File: src/rtl/ntru_pkg.sv
// Shared constants and the sequencer state encoding for the NTRU-HRSS polynomial datapath.
package ntru_pkg;

  localparam int N_DEF      = 701;
  localparam int COEF_W_DEF = 13;
  localparam int ADDR_W_DEF = 10;

  typedef enum logic [1:0] {
    ST_IDLE  = 2'd0,
    ST_RUN   = 2'd1,
    ST_DRAIN = 2'd2,
    ST_DONE  = 2'd3
  } seq_state_t;

endpackage

File: src/rtl/add_2i13_o13.sv
// 13-bit two-input Kogge-Stone prefix adder; the result wraps mod 2^13 and the carry out is not produced.
module add_2i13_o13 (
  input  logic [12:0] i_a,
  input  logic [12:0] i_b,
  output logic [12:0] o_sum
);

  logic [12:0] w_p0;
  logic [12:0] w_g;
  logic [12:0] w_p;

  assign w_p0 = i_a ^ i_b;

  // Descending index order lets each level read the previous level's values in place.
  always_comb begin
    w_g = i_a & i_b;
    w_p = w_p0;
    for (int lvl = 0; lvl < 4; lvl++) begin
      for (int i = 12; i >= 0; i--) begin
        if (i >= (1 << lvl)) begin
          w_g[i] = w_g[i] | (w_p[i] & w_g[i - (1 << lvl)]);
          w_p[i] = w_p[i] & w_p[i - (1 << lvl)];
        end
      end
    end
  end

  always_comb begin
    o_sum    = '0;
    o_sum[0] = w_p0[0];
    for (int i = 1; i < 13; i++) begin
      o_sum[i] = w_p0[i] ^ w_g[i - 1];
    end
  end

endmodule

File: src/rtl/poly_add_fifo2.sv
// Two-entry FIFO holding {address, coefficient} results between the adder and the result RAM.
module poly_add_fifo2 #(
  parameter int W = 23
) (
  input  logic         clk,
  input  logic         rst_n,
  input  logic         i_push,
  input  logic [W-1:0] i_data,
  input  logic         i_pop,
  output logic [W-1:0] o_data,
  output logic         o_valid,
  output logic [1:0]   o_count
);

  logic [W-1:0] r_mem [0:1];
  logic         r_wr_ptr;
  logic         r_rd_ptr;
  logic [1:0]   r_count;
  logic         w_do_pop;

  assign w_do_pop = i_pop && (r_count != 2'd0);
  assign o_data   = r_mem[r_rd_ptr];
  assign o_valid  = (r_count != 2'd0);
  assign o_count  = r_count;

  always_ff @(posedge clk or negedge rst_n) begin
    if (!rst_n) begin
      for (int k = 0; k < 2; k++) r_mem[k] <= '0;
      r_wr_ptr <= 1'b0;
      r_rd_ptr <= 1'b0;
      r_count  <= 2'd0;
    end else begin
      if (i_push) begin
        r_mem[r_wr_ptr] <= i_data;
        r_wr_ptr        <= ~r_wr_ptr;
      end
      if (w_do_pop) r_rd_ptr <= ~r_rd_ptr;
      r_count <= r_count + {1'b0, i_push} - {1'b0, w_do_pop};
    end
  end

  a_no_push_full: assert property (@(posedge clk) disable iff (!rst_n) !(i_push && r_count == 2'd2));
  a_no_pop_empty: assert property (@(posedge clk) disable iff (!rst_n) !(i_pop && r_count == 2'd0));

endmodule

File: src/rtl/poly_add_seq.sv
// Streams a[i], b[i] out of two sync RAMs through one 13-bit prefix adder and writes
// c[i] = (a[i] + b[i]) mod 2^13 to a result RAM in ascending address order.
module poly_add_seq
  import ntru_pkg::*;
#(
  parameter int N      = N_DEF,
  parameter int COEF_W = COEF_W_DEF,
  parameter int ADDR_W = ADDR_W_DEF
) (
  input  logic              clk,
  input  logic              rst_n,
  input  logic              start,
  output logic              busy,
  output logic              done,
  output logic              rd_en,
  output logic [ADDR_W-1:0] rd_addr,
  input  logic [COEF_W-1:0] rd_data_a,
  input  logic [COEF_W-1:0] rd_data_b,
  output logic              wr_valid,
  input  logic              wr_ready,
  output logic [ADDR_W-1:0] wr_addr,
  output logic [COEF_W-1:0] wr_data,
  output logic [1:0]        dbg_state
);

  localparam int                EW        = ADDR_W + COEF_W;
  localparam logic [ADDR_W-1:0] LAST_ADDR = ADDR_W'(N - 1);

  seq_state_t        r_state;
  logic              r_busy;
  logic              r_done;
  logic [ADDR_W-1:0] r_rd_addr;
  logic              r_inflight;
  logic [ADDR_W-1:0] r_inflight_addr;

  logic [COEF_W-1:0] w_sum;
  logic [EW-1:0]     w_head;
  logic              w_fifo_valid;
  logic [1:0]        w_fifo_count;
  logic              w_pop;
  logic [2:0]        w_occupancy;
  logic              w_rd_en;
  logic              w_last_write;

  // Result handshake: a word moves to RAM C on a cycle with wr_valid && wr_ready; while
  // wr_valid is high and wr_ready low, wr_addr/wr_data hold and wr_valid is not withdrawn.
  assign w_pop = w_fifo_valid && wr_ready;

  // A slot being popped this cycle already counts as free, which sustains one read per cycle
  // when wr_ready stays high while still never issuing a read the FIFO cannot absorb.
  assign w_occupancy = {1'b0, w_fifo_count} + {2'b00, r_inflight} - {2'b00, w_pop};
  assign w_rd_en     = (r_state == ST_RUN) && (w_occupancy < 3'd2);

  assign w_last_write = w_pop && (wr_addr == LAST_ADDR);

  add_2i13_o13 u_add (
    .i_a   (rd_data_a),
    .i_b   (rd_data_b),
    .o_sum (w_sum)
  );

  poly_add_fifo2 #(.W(EW)) u_fifo (
    .clk     (clk),
    .rst_n   (rst_n),
    .i_push  (r_inflight),
    .i_data  ({r_inflight_addr, w_sum}),
    .i_pop   (w_pop),
    .o_data  (w_head),
    .o_valid (w_fifo_valid),
    .o_count (w_fifo_count)
  );

  always_ff @(posedge clk or negedge rst_n) begin
    if (!rst_n) begin
      r_state         <= ST_IDLE;
      r_busy          <= 1'b0;
      r_done          <= 1'b0;
      r_rd_addr       <= '0;
      r_inflight      <= 1'b0;
      r_inflight_addr <= '0;
    end else begin
      r_inflight      <= w_rd_en;
      r_inflight_addr <= r_rd_addr;
      r_done          <= 1'b0;
      case (r_state)
        ST_IDLE: begin
          if (start) begin
            r_state   <= ST_RUN;
            r_busy    <= 1'b1;
            r_rd_addr <= '0;
          end
        end
        ST_RUN: begin
          if (w_rd_en) begin
            if (r_rd_addr == LAST_ADDR) r_state <= ST_DRAIN;
            else r_rd_addr <= r_rd_addr + 1'b1;
          end
        end
        ST_DRAIN: begin
          if (w_last_write) begin
            r_state <= ST_DONE;
            r_busy  <= 1'b0;
            r_done  <= 1'b1;
          end
        end
        ST_DONE: r_state <= ST_IDLE;
        default: r_state <= ST_IDLE;
      endcase
    end
  end

  assign busy      = r_busy;
  assign done      = r_done;
  assign rd_en     = w_rd_en;
  assign rd_addr   = r_rd_addr;
  assign wr_valid  = w_fifo_valid;
  assign wr_addr   = w_head[EW-1:COEF_W];
  assign wr_data   = w_head[COEF_W-1:0];
  assign dbg_state = r_state;

  a_rd_addr_range: assert property (@(posedge clk) disable iff (!rst_n) rd_en |-> (rd_addr <= LAST_ADDR));

endmodule

File: config.mk
export PLATFORM = sky130hd
export DESIGN_NAME = poly_add_seq
export DESIGN_NICKNAME = d
export VERILOG_FILES = /design/src/rtl/ntru_pkg.sv /design/src/rtl/add_2i13_o13.sv /design/src/rtl/poly_add_fifo2.sv /design/src/rtl/poly_add_seq.sv
export SDC_FILE = /design/constraint.sdc
export NUM_CORES = 1
export LEC_CHECK = 0
export ABC_CLOCK_PERIOD_IN_PS = 2600
export CAP_MARGIN = 10
export CORE_ASPECT_RATIO = 0.7
export CORE_MARGIN = 8
export CORE_UTILIZATION = 48
export CTS_CLUSTER_SIZE = 28
export DETAILED_ROUTE_END_ITERATION = 10
export PLACE_DENSITY = 0.74
export SLEW_MARGIN = 20
export SYNTH_ARGS = -nofsm -noshare
export SYNTH_HDL_FRONTEND = slang
export SYNTH_SLANG_ARGS = --single-unit
export TNS_END_PERCENT = 100
File: constraint.sdc
create_clock -name clk -period 2.6 [get_ports clk]
set_clock_uncertainty 0.1 [all_clocks]
set_input_delay 0.39 -clock clk [delete_from_list [all_inputs] [get_ports clk]]
set_output_delay 0.39 -clock clk [all_outputs]
set_load 0.05 [all_outputs]
After elaboration in Yosys (flattened, before gate mapping)
Cells that the tools add are included.
{"block": "classes", "add_sub_neg": 5, "magnitude_cmp": 4, "n_eq_ne": 10, "muxes": 20, "bitwise_logic": 106, "reduce_logical": 12}
{"op": "$mux W23", "n": 4}
{"op": "$and A1 B1 Y1", "n": 55}
{"op": "$bwmux W46", "n": 1}
{"op": "$or A1 B1 Y1", "n": 33}
{"op": "$mux W10", "n": 3}
{"op": "$demux W23 S1", "n": 1}
{"op": "$eq A10 B10 Y1 const B", "n": 2}
{"op": "$pmux W10 S2", "n": 1}
{"op": "$xor A13 B13 Y13", "n": 1}
{"op": "$and A12 B12 Y12", "n": 1}
{"op": "$xor A1 B1 Y1", "n": 12}
{"op": "$add A10 B1 Y10 const B", "n": 1}
{"op": "$mux W2", "n": 4}
{"op": "$ne A2 B2 Y1 const B", "n": 4}
{"op": "$pmux W2 S4", "n": 1}
{"op": "$reduce_and A4 Y1", "n": 2}
{"op": "$reduce_bool A2 Y1", "n": 3}
{"op": "$logic_and A1 B1 Y1", "n": 5}
{"op": "$eq A2 B2 Y1 const B", "n": 2}
{"op": "$ge A2 B2 Y1 const B", "n": 2}
{"op": "$mux W1", "n": 4}
{"op": "$not A1 Y2", "n": 2}
{"op": "$add A2 B1 Y3", "n": 1}
{"op": "$lt A3 B2 Y1 const B", "n": 1}
{"op": "other kinds (10)", "n": 11}
{"block": "word_totals", "register_bits": 75, "in_bits": 30, "word_cells": 168}

Depth between registers and ports, before layout
Gate-level depths: netlist of run 1.
{"block": "depth", "ltp_word": 10, "ltp_mapped": 10}

Modules after synthesis
Synthesis of run 1 repeated with hierarchy kept, for this count alone.
{"block": "hier_totals", "cells_unflattened": 326, "area_unflattened_um2": 4070.2}
{"module": "poly_add_fifo2", "n_inst": 1, "cells_each": 139, "area_per_inst_um2": 2273.4}
{"module": "poly_add_seq", "n_inst": 1, "cells_each": 113, "area_per_inst_um2": 1221.2}
{"module": "add_2i13_o13", "n_inst": 1, "cells_each": 74, "area_per_inst_um2": 575.6}

Least setup slack after synthesis of run 1
Ideal clock, no wire load.
{"block": "synth_timing", "path_kind": "register to register", "from": "register u_fifo.r_count[1] (netlist: u_fifo.o_count[1])", "to": "register r_rd_addr[5] (netlist: rd_addr[5])", "arrival_ns": 2.422, "required_ns": 2.361, "setup_slack_ns": -0.062, "path_stages_with_launch": 10, "n_path_buf": 0, "cell_sequence": "dfrtp_1 > o21a_1 > ha_1 > nor2b_1 > fa_1 > nor4b_4 > nand3_1 > or3_1 > o21ai_0 > nor2_1"}
{"block": "synth_between", "elab_chain_cells": 7, "elab_cells_between_ends": 8}
{"element": "from (decl)", "line": "poly_add_fifo2.sv:18", "text": "logic [1:0] r_count;"}
{"element": "from (signal assigned)", "line": "poly_add_fifo2.sv:38", "text": "r_count <= r_count + {1'b0, i_push} - {1'b0, w_do_pop};"}
{"element": "parallel branches: the longest is 2 deep, another holds $add A2 B1 Y3"}
{"element": "$sub A3 B1 Y3 (*)", "line": "poly_add_seq.sv:51", "text": "assign w_occupancy = {1'b0, w_fifo_count} + {2'b00, r_inflight} - {2'b00, w_pop};"}
{"element": "$lt A3 B2 Y1 (*)", "line": "poly_add_seq.sv:52", "text": "assign w_rd_en = (r_state == ST_RUN) && (w_occupancy < 3'd2);"}
{"element": "$logic_and A1 B1 Y1 (*)", "line": "poly_add_seq.sv:52"}
{"element": "$ne A2 B2 Y1 (no source line) (*)"}
{"element": "$reduce_and A4 Y1 (no source line) (*)"}
{"element": "to (signal assigned)", "line": "poly_add_seq.sv:96", "text": "else r_rd_addr <= r_rd_addr + 1'b1;"}
{"element": "to (decl)", "line": "poly_add_seq.sv:32", "text": "logic [ADDR_W-1:0] r_rd_addr;"}
Mark *: on every way between the ends.
A chain may end at the register's enable or synchronous reset.

Worst setup path after layout of run 1
{"block": "layout_timing", "from": "register u_fifo.r_count[1] (netlist: u_fifo.o_count[1])", "to": "output rd_en"}
{"block": "layout_between", "elab_chain_cells": 5, "elab_cells_between_ends": 6}
{"element": "parallel branches: the longest is 2 deep, another holds $add A2 B1 Y3"}
{"element": "$sub A3 B1 Y3 (*)", "line": "poly_add_seq.sv:51"}
{"element": "$lt A3 B2 Y1 (*)", "line": "poly_add_seq.sv:52"}
{"element": "$logic_and A1 B1 Y1 (*)", "line": "poly_add_seq.sv:52"}
{"element": "to (decl)", "line": "poly_add_seq.sv:15", "text": "output logic rd_en,"}
Marks and branches as above.

==> results of run 1 <==
through the flow:
| stage | util, % | hold WS, ns |
|---|---|---|
| floorplan | - | -0.005591 |
| global placement | 61.80 | 0.1200 |
| detailed placement | 61.80 | 0.1258 |
| CTS | 66.04 | 0.3064 |
| global route | 66.24 | 0.3205 |
| finish | 66.24 | 0.3153 |
final cells by class:
cell class	instances	area [µm²]	area share [%]
Timing Repair Buffer	102	904.6	17.20
Clock buffer	11	242.7	4.616
Tap cell	101	126.4	2.403
Sequential cell	75	1877	35.69
Clock inverter	3	40.04	0.7614
Inverter	16	60.06	1.142
Multi-Input combinational cell	301	2008	38.19
cell families (layout without fill, tap and decap cells):
| logic type | after synthesis | in the layout | share of synthesized area, % |
|---|---|---|---|
| DFF | 75 | 75 | 47.38 |
| muxes | 28 | 28 | 7.928 |
| AOI/OAI and AO/OA | 62 | 62 | 10.39 |
| buffers and inverters | 32 | 132 | 3.222 |
| and+or+nand+nor | 168 | 168 | 19.01 |
| adders and majority gates | 23 | 23 | 7.644 |
| xor gates and xnor gates | 20 | 20 | 4.422 |
synth_stat cells (all sizes together):
cell,n
o2111ai,1
o31ai,4
o21a,5
o2111a,1
nor4,1
clkbuf,15
a21o,5
nand4,8
nor2b,4
nand3,6
a31oi,3
nor4b,1
o21bai,2
ha,21
and2,2
or3,1
nor2,17
inv,16
dfrtp,75
o31a,1
o311ai,2
a41oi,2
o311a,2
o32a,1
mux2,24
nand2b,4
a31o,1
nand2,112
and2b,1
buf,1
o21ai,23
xor2,9
fa,2
a21oi,9
nor4bb,3
xnor2,11
nor3,4
or4,3
and3,1
mux2i,4
where the power goes:
group	leakage (nW)	switching, W	internal [W]
Sequential	0.967	0.000252	0.00153
Clock	0.141	0.000445	0.000754
Combinational	1.44	0.00182	0.00117
worst reg2reg max path, cell delays in order (launching register included):
cell	delay [ns]
dfrtp_1	0.38
o21a_1	0.19
ha_1	0.28
nor2b_2	0.13
fa_2	0.47
buf_6	0.13
nor4b_4	0.25
nand3_1	0.14
or3_1	0.32
o21ai_1	0.12
nor2_1	0.05
sequential cells by signal, summed over array words and instances, names as in the netlist:
register         cells
u_fifo.r_mem        46
r_inflight_addr     10
rd_addr             10
dbg_state            2
u_fifo.o_count       2
busy                 1
done                 1
r_inflight           1
u_fifo.r_rd_ptr      1
u_fifo.r_wr_ptr      1
timing repair:
action | 4_1_cts | 5_1_grt
resized for setup | 9 | 3
hold buffers | 1 | 0
endpoints found under the setup margin | 4 | 13
pin swaps | 5 | 5
endpoints found under the hold margin | 5 | 0
buffers inserted | 2 | 0
per-layer routing:
layer	routed length, µm	track usage, %	vias to the layer above	part of all wire (%)
li1	-	-	1587	-
met1	4475	21.44	1560	47
met2	4342	26.43	68	45
met3	605	6.498	13	6.3
met4	121	4.995	0	1.3
met5	0	0	-	0
final timing paths:
path                                      end         startpoint  slack, ns
min in group clk           r_inflight_addr[5]         rd_addr[5]       0.33
setup reg to reg                   rd_addr[5]  u_fifo.o_count[1]      -0.07
hold / removal                u_fifo.r_mem[3]              rst_n       0.32
setup / recovery                        rd_en  u_fifo.o_count[1]       -0.1
max in group asynchronous    u_fifo.r_mem[34]              rst_n       1.34
hold reg to reg            r_inflight_addr[5]         rd_addr[5]       0.33
==> run summary, run 1 <==
GP Congestion: 0.8217
Vias in the first global route: 3283
ANT nets after route: 0
Distinct cells, synth: 45
Post-route insts no fill: 609
Total power draw: 0.005970 W
Final critical-path setup slack: -0.09866 ns
Layout cells sized above 1: 21.65%
VDD IR-drop max: 0.0008902 V
CTS tree: built
WL/cell: 15.67 µm
Dpl hpwl: 7077 µm
Max stage delay cell, worst path: fa_2
Area grow syn2layout: 32.75%
Final Cell Area: 5259 µm²
Register area share after synthesis: 47.38%
Worst slew pin tran: 0.5284 ns
Via count: 3228
Critical path class: reg2out
Grt ovf: 0
Critical path depth in cells: 7
Port Buf Inserts: 68
Violated checks: negative setup slack
Crit path time final: 2.699 ns
# fillers: 637
Most frequent cells in the layout: nand2_1, dfrtp_1, buf_4
Buf/Inv on CP: 1
RSZ-0062 raised after global routing: true
First-pass DRT Iterations: 4
Die Area: 11460 µm²
Final setup viols: 6
First-pass GRT wire length: 15810 µm
Largest net degree at the start of global routing: 43
Crit path launch type: register
Slew Limit Fails: 0
Synth area leader: dfrtp_1
Hold Vio Cnt, Final: 0
Commonest non-fill, non-tap cell in the layout: nand2_1
Routed Wire Length: 9544 µm
Status: finished with violations
Nets@finish: 558
Die span in x: 124.6 µm
Max-slew headroom: 64.67%
Antenna cells: 0
Tcrit/Tclk final: 103.8%
Top cell type's share of synthesized area: 47.38%
Worst-skew pair later-pin latency: 0.33 ns
Placed cells: 592
GRT Total Usage: 16.93%
Crit Path Max Fanout: 2
Initial core utilization: 49.90%
Post-synth net total: 461
Clock tree root buffer cell: clkbuf_16
Setup TNS: -0.2625 ns
Die H: 92.01 µm
Clock Tree Buf Depth: 2
Synthesized flop and latch total: 75
Hold Path Class: in2async
Syn Area/Cell: 9.709 µm²
Ports: 69
Row cnt: 27
Clock transition at the registers of the reported paths: 0.05 ns
Crit-path cells: o21a_1, ha_1, nor2b_2, fa_2, nor2_2, and2_4, buf_12
Worst path arrival time: 2.21 ns
Critical Path Max Stage Delay: 0.46 ns
Lkg Pwr: 2.549 nW
Mapped cell area: 3961 µm²
Num CTS Buffers: 9
Worst endpoint required time: 2.11 ns
DRC: 0
Gate Count Post-Synth: 408
Area after DPL: 4906 µm²
CP Capture Type: output pin
Place WS: -0.3853 ns
Power per cell area: 1135 nW/µm²
Max-cap viol count: 0
Critical path's top delay family: adder cells
Number of sinks on the clock net: 75
Initial antenna violation count: 0
Placeable Area: 7939 µm²
Ys Warns: 0
Htree depth: 3
Area contributors post-synth: dfrtp_1, nand2_1, ha_1, mux2_2, o21ai_0
Vias per cell: 5.300
DR iter-0 viols: 201
Worst reg-to-reg path cell count: 10
FMAX: 370.6 MHz
(Power assumes the default switching activity.)
==> inputs of run 2 (changes only) <==
--- a/config.mk
+++ b/config.mk
@@ -6,7 +6,7 @@
 export NUM_CORES = 1
 export LEC_CHECK = 0
 export ABC_CLOCK_PERIOD_IN_PS = 2600
-export CAP_MARGIN = 10
+export CAP_MARGIN = 20
 export CORE_ASPECT_RATIO = 0.7
 export CORE_MARGIN = 8
 export CORE_UTILIZATION = 48
==> results of run 2 <==
Final layout, timing and power as in run 1 (identical DEF).
==> inputs of run 3 (changes only) <==
--- a/config.mk
+++ b/config.mk
@@ -10,9 +10,9 @@
 export CORE_ASPECT_RATIO = 0.7
 export CORE_MARGIN = 8
 export CORE_UTILIZATION = 48
-export CTS_CLUSTER_SIZE = 28
+export CTS_CLUSTER_SIZE = 16
 export DETAILED_ROUTE_END_ITERATION = 10
-export PLACE_DENSITY = 0.74
+export PLACE_DENSITY = 0.81
 export SLEW_MARGIN = 20
 export SYNTH_ARGS = -nofsm -noshare
 export SYNTH_HDL_FRONTEND = slang
==> constraint.sdc (replaced) <==
create_clock -name clk -period 2.6 [get_ports clk]
set_clock_uncertainty 0.1 [all_clocks]
set_input_delay 0.26 -clock clk [delete_from_list [all_inputs] [get_ports clk]]
set_output_delay 0.26 -clock clk [all_outputs]
set_load 0.05 [all_outputs]
==> run 3 against run 2 <==
Net effect:
- the flow still finishes with violations (negative setup slack)
- routed wire length up 5.2%
- worst setup slack about the same
- combinational power rose by 1%
- sequential cell count stayed put
- largest power group unchanged
==> run summary, run 3 (synthesized netlist as in run 1, its figures left out) <==
Die span in x: 124.6 µm (unchanged)
Critical Path Max Stage Delay: 0.39 ns (-0.07 ns)
First-pass DRT Iterations: 4 (unchanged)
Final setup viols: 5 (-1)
Grt ovf: 0 (unchanged)
Reg-to-reg slack, setup: -0.1 ns (-0.03 ns)
Violated checks: negative setup slack
WL/cell: 16.85 µm (+7.5%)
Antenna cells: 0 (unchanged)
Hold_sp: rd_addr[5]
Port Buf Inserts: 68 (unchanged)
Die H: 92.01 µm (unchanged)
Met1 Use GR: 21.76% (+0.32 points)
Routed Wire Length: 10040 µm (+5.2%)
Hold endpoint: r_inflight_addr[5]
Row cnt: 27 (unchanged)
Slew Limit Fails: 0 (unchanged)
Die Area: 11460 µm² (unchanged)
GP Congestion: 0.8047 (-2.1%)
Met3 usage: 5.808% (-0.69 points)
Critical path's top delay family: simple AND/OR/NAND/NOR gates
Setup TNS: -0.1752 ns (+0.08732 ns)
Hold Path Class: reg2reg
Sequential Area: 1877 µm² (unchanged)
Crit path time final: 2.698 ns (-0.0003328 ns)
Most frequent cells in the layout: nand2_1, dfrtp_1, clkdlybuf4s50_1
Fin util: 64.73% (-1.5 points)
Worst reg-to-reg path cell count: 10 (unchanged)
Layout cells sized above 1: 19.19% (-2.5 points)
Crit-path cells: o21a_1, ha_4, nor2b_2, fa_2, xnor2_2, nor4b_4, nand3_1, or3_1, o21ai_1, nor2_1
ANT nets after route: 0 (unchanged)
Crit Path Max Fanout: 4 (+2)
Largest regs: u_fifo.r_mem: 46 flops, r_inflight_addr: 10 flops, rd_addr: 10 flops
Hold Vio Cnt, Final: 0 (unchanged)
Place WS: -0.3102 ns (+0.07514 ns)
Critical path depth in cells: 10 (+3)
Crit path launch type: register
Total power draw: 0.005894 W (-1.3%)
Multi-input logic area: 2004 µm² (-0.19%)
Critical path class: reg2reg
Largest net degree at the start of global routing: 44 (+2.3%)
# fillers: 595 (-6.6%)
Initial antenna violation count: 0 (unchanged)
Htree depth: 3 (unchanged)
Max stage delay cell, worst path: dfrtp_1
Placeable Area: 7939 µm² (unchanged)
Worst path arrival time: 2.81 ns (+0.60 ns)
Clock transition at the registers of the reported paths: 0.05 ns (about the same)
Via count: 3286 (+1.8%)
Commonest non-fill, non-tap cell in the layout: nand2_1
CP Capture Type: register
Power per cell area: 1147 nW/µm² (+1.0%)
Vias per cell: 5.513 (+4.0%)
RSZ-0062 raised after global routing: true
Worst r2r src: u_fifo.o_count[1]
Num CTS Buffers: 9 (unchanged)
Worst-skew pair later-pin latency: 0.33 ns (about the same)
Status: finished with violations
Met2 Use GR: 29.01% (+2.6 points)
Max-slew headroom: 51.32% (-13 points)
Final critical-path setup slack: -0.09833 ns (+0.0003328 ns)
Dpl hpwl: 7475 µm (+5.6%)
Worst endpoint required time: 2.72 ns (+0.61 ns)
FF-to-FF End: rd_addr[5]
Number of sinks on the clock net: 75 (unchanged)
VDD IR-drop max: 0.001143 V (+28%)
DR iter-0 viols: 199 (-1.0%)
Tcrit/Tclk final: 103.8% (about the same)
Worst Hold Margin: 0.3277 ns (+0.01238 ns)
Vias in the first global route: 3471 (+5.7%)
FMAX: 370.6 MHz (about the same)
Area grow syn2layout: 29.72%
CTS tree: built
GRT Total Usage: 17.84% (+0.90 points)
Ports: 69 (unchanged)
Clock tree root buffer cell: clkbuf_16
Lkg Pwr: 2.473 nW (-3.0%)
Hold depth: 0
Max FFs per register: 46 (unchanged)
Top Usage Layer GRT: met2
DRC: 0 (unchanged)
Buf/Inv on CP: 0 (-1)
Initial core utilization: 49.90% (unchanged)
Max-cap viol count: 0 (unchanged)
Nets@finish: 546 (-2.2%)
Largest reg by FF count: u_fifo.r_mem
Clock Tree Buf Depth: 2 (unchanged)
Worst slew pin tran: 0.7301 ns (+0.2018 ns)
First-pass GRT wire length: 16640 µm (+5.3%)
[run 3: cell count changes in the layout (fill, tap and decap cells not counted), moves of 2 or more]
| cell | change |
|---|---|
| clkinv_2 | -2 |
| buf_6 | -2 |
| clkbuf_1 | +2 |
| buf_4 | -11 |
[run 3: worst register-to-register path: cells and delay by family (launching register included)]
kind | cells | cell delay [ns]
and+or+nand+nor | 5 | 0.93
adders and majority gates | 2 | 0.64
DFF | 1 | 0.39
AOI/OAI and AO/OA | 2 | 0.34
xor gates and xnor gates | 1 | 0.18
[run 3: per-stage QoR]
step	cells	cell area, µm²
final	596	5139
after global routing	596	5139
after CTS	595	5101
after detailed placement	581	4836
after global placement	581	4836
after floorplan	408	3974
[run 3: worst max-delay path by stage]
stage / start / to / slack [ns]
2_1_floorplan: u_fifo.o_count[1] / rd_addr[5] / -0.02
3_3_place_gp: wr_ready / rd_addr[5] / -0.24
3_5_place_dp: wr_ready / rd_addr[5] / -0.31
4_1_cts: u_fifo.o_count[1] / rd_addr[5] / -0.07
5_1_grt: u_fifo.o_count[0] / rd_addr[5] / -0.17
6_report: u_fifo.o_count[1] / rd_addr[5] / -0.1
[run 3: layout make-up]
type | count | share of cell area (%)
multi-input combinational | 301 | 39.01
sequential | 75 | 36.52
timing repair buffer | 90 | 15.97
clock buffer | 13 | 4.870
tap | 101 | 2.459
inverter | 16 | 1.169
[run 3: metal layers]
metal | up-vias | wire [µm]
met5 | - | 0
met4 | 0 | 174
met3 | 16 | 570
met2 | 83 | 4780
met1 | 1619 | 4515
li1 | 1568 | -
[run 3: timing repair]
action,CTS,global route
setup endpoints to repair,3,13
pin swaps,0,3
gates resized for setup,2,6
hold buffers,1,0
buffers inserted,0,1
endpoints found under the hold margin,32,0
[run 3: power breakdown]
part / leakage, nW / switching, W / internal (W)
clock: 0.122 / 0.000422 / 0.000656
sequential: 0.967 / 0.000257 / 0.00153
combinational: 1.38 / 0.00186 / 0.00117
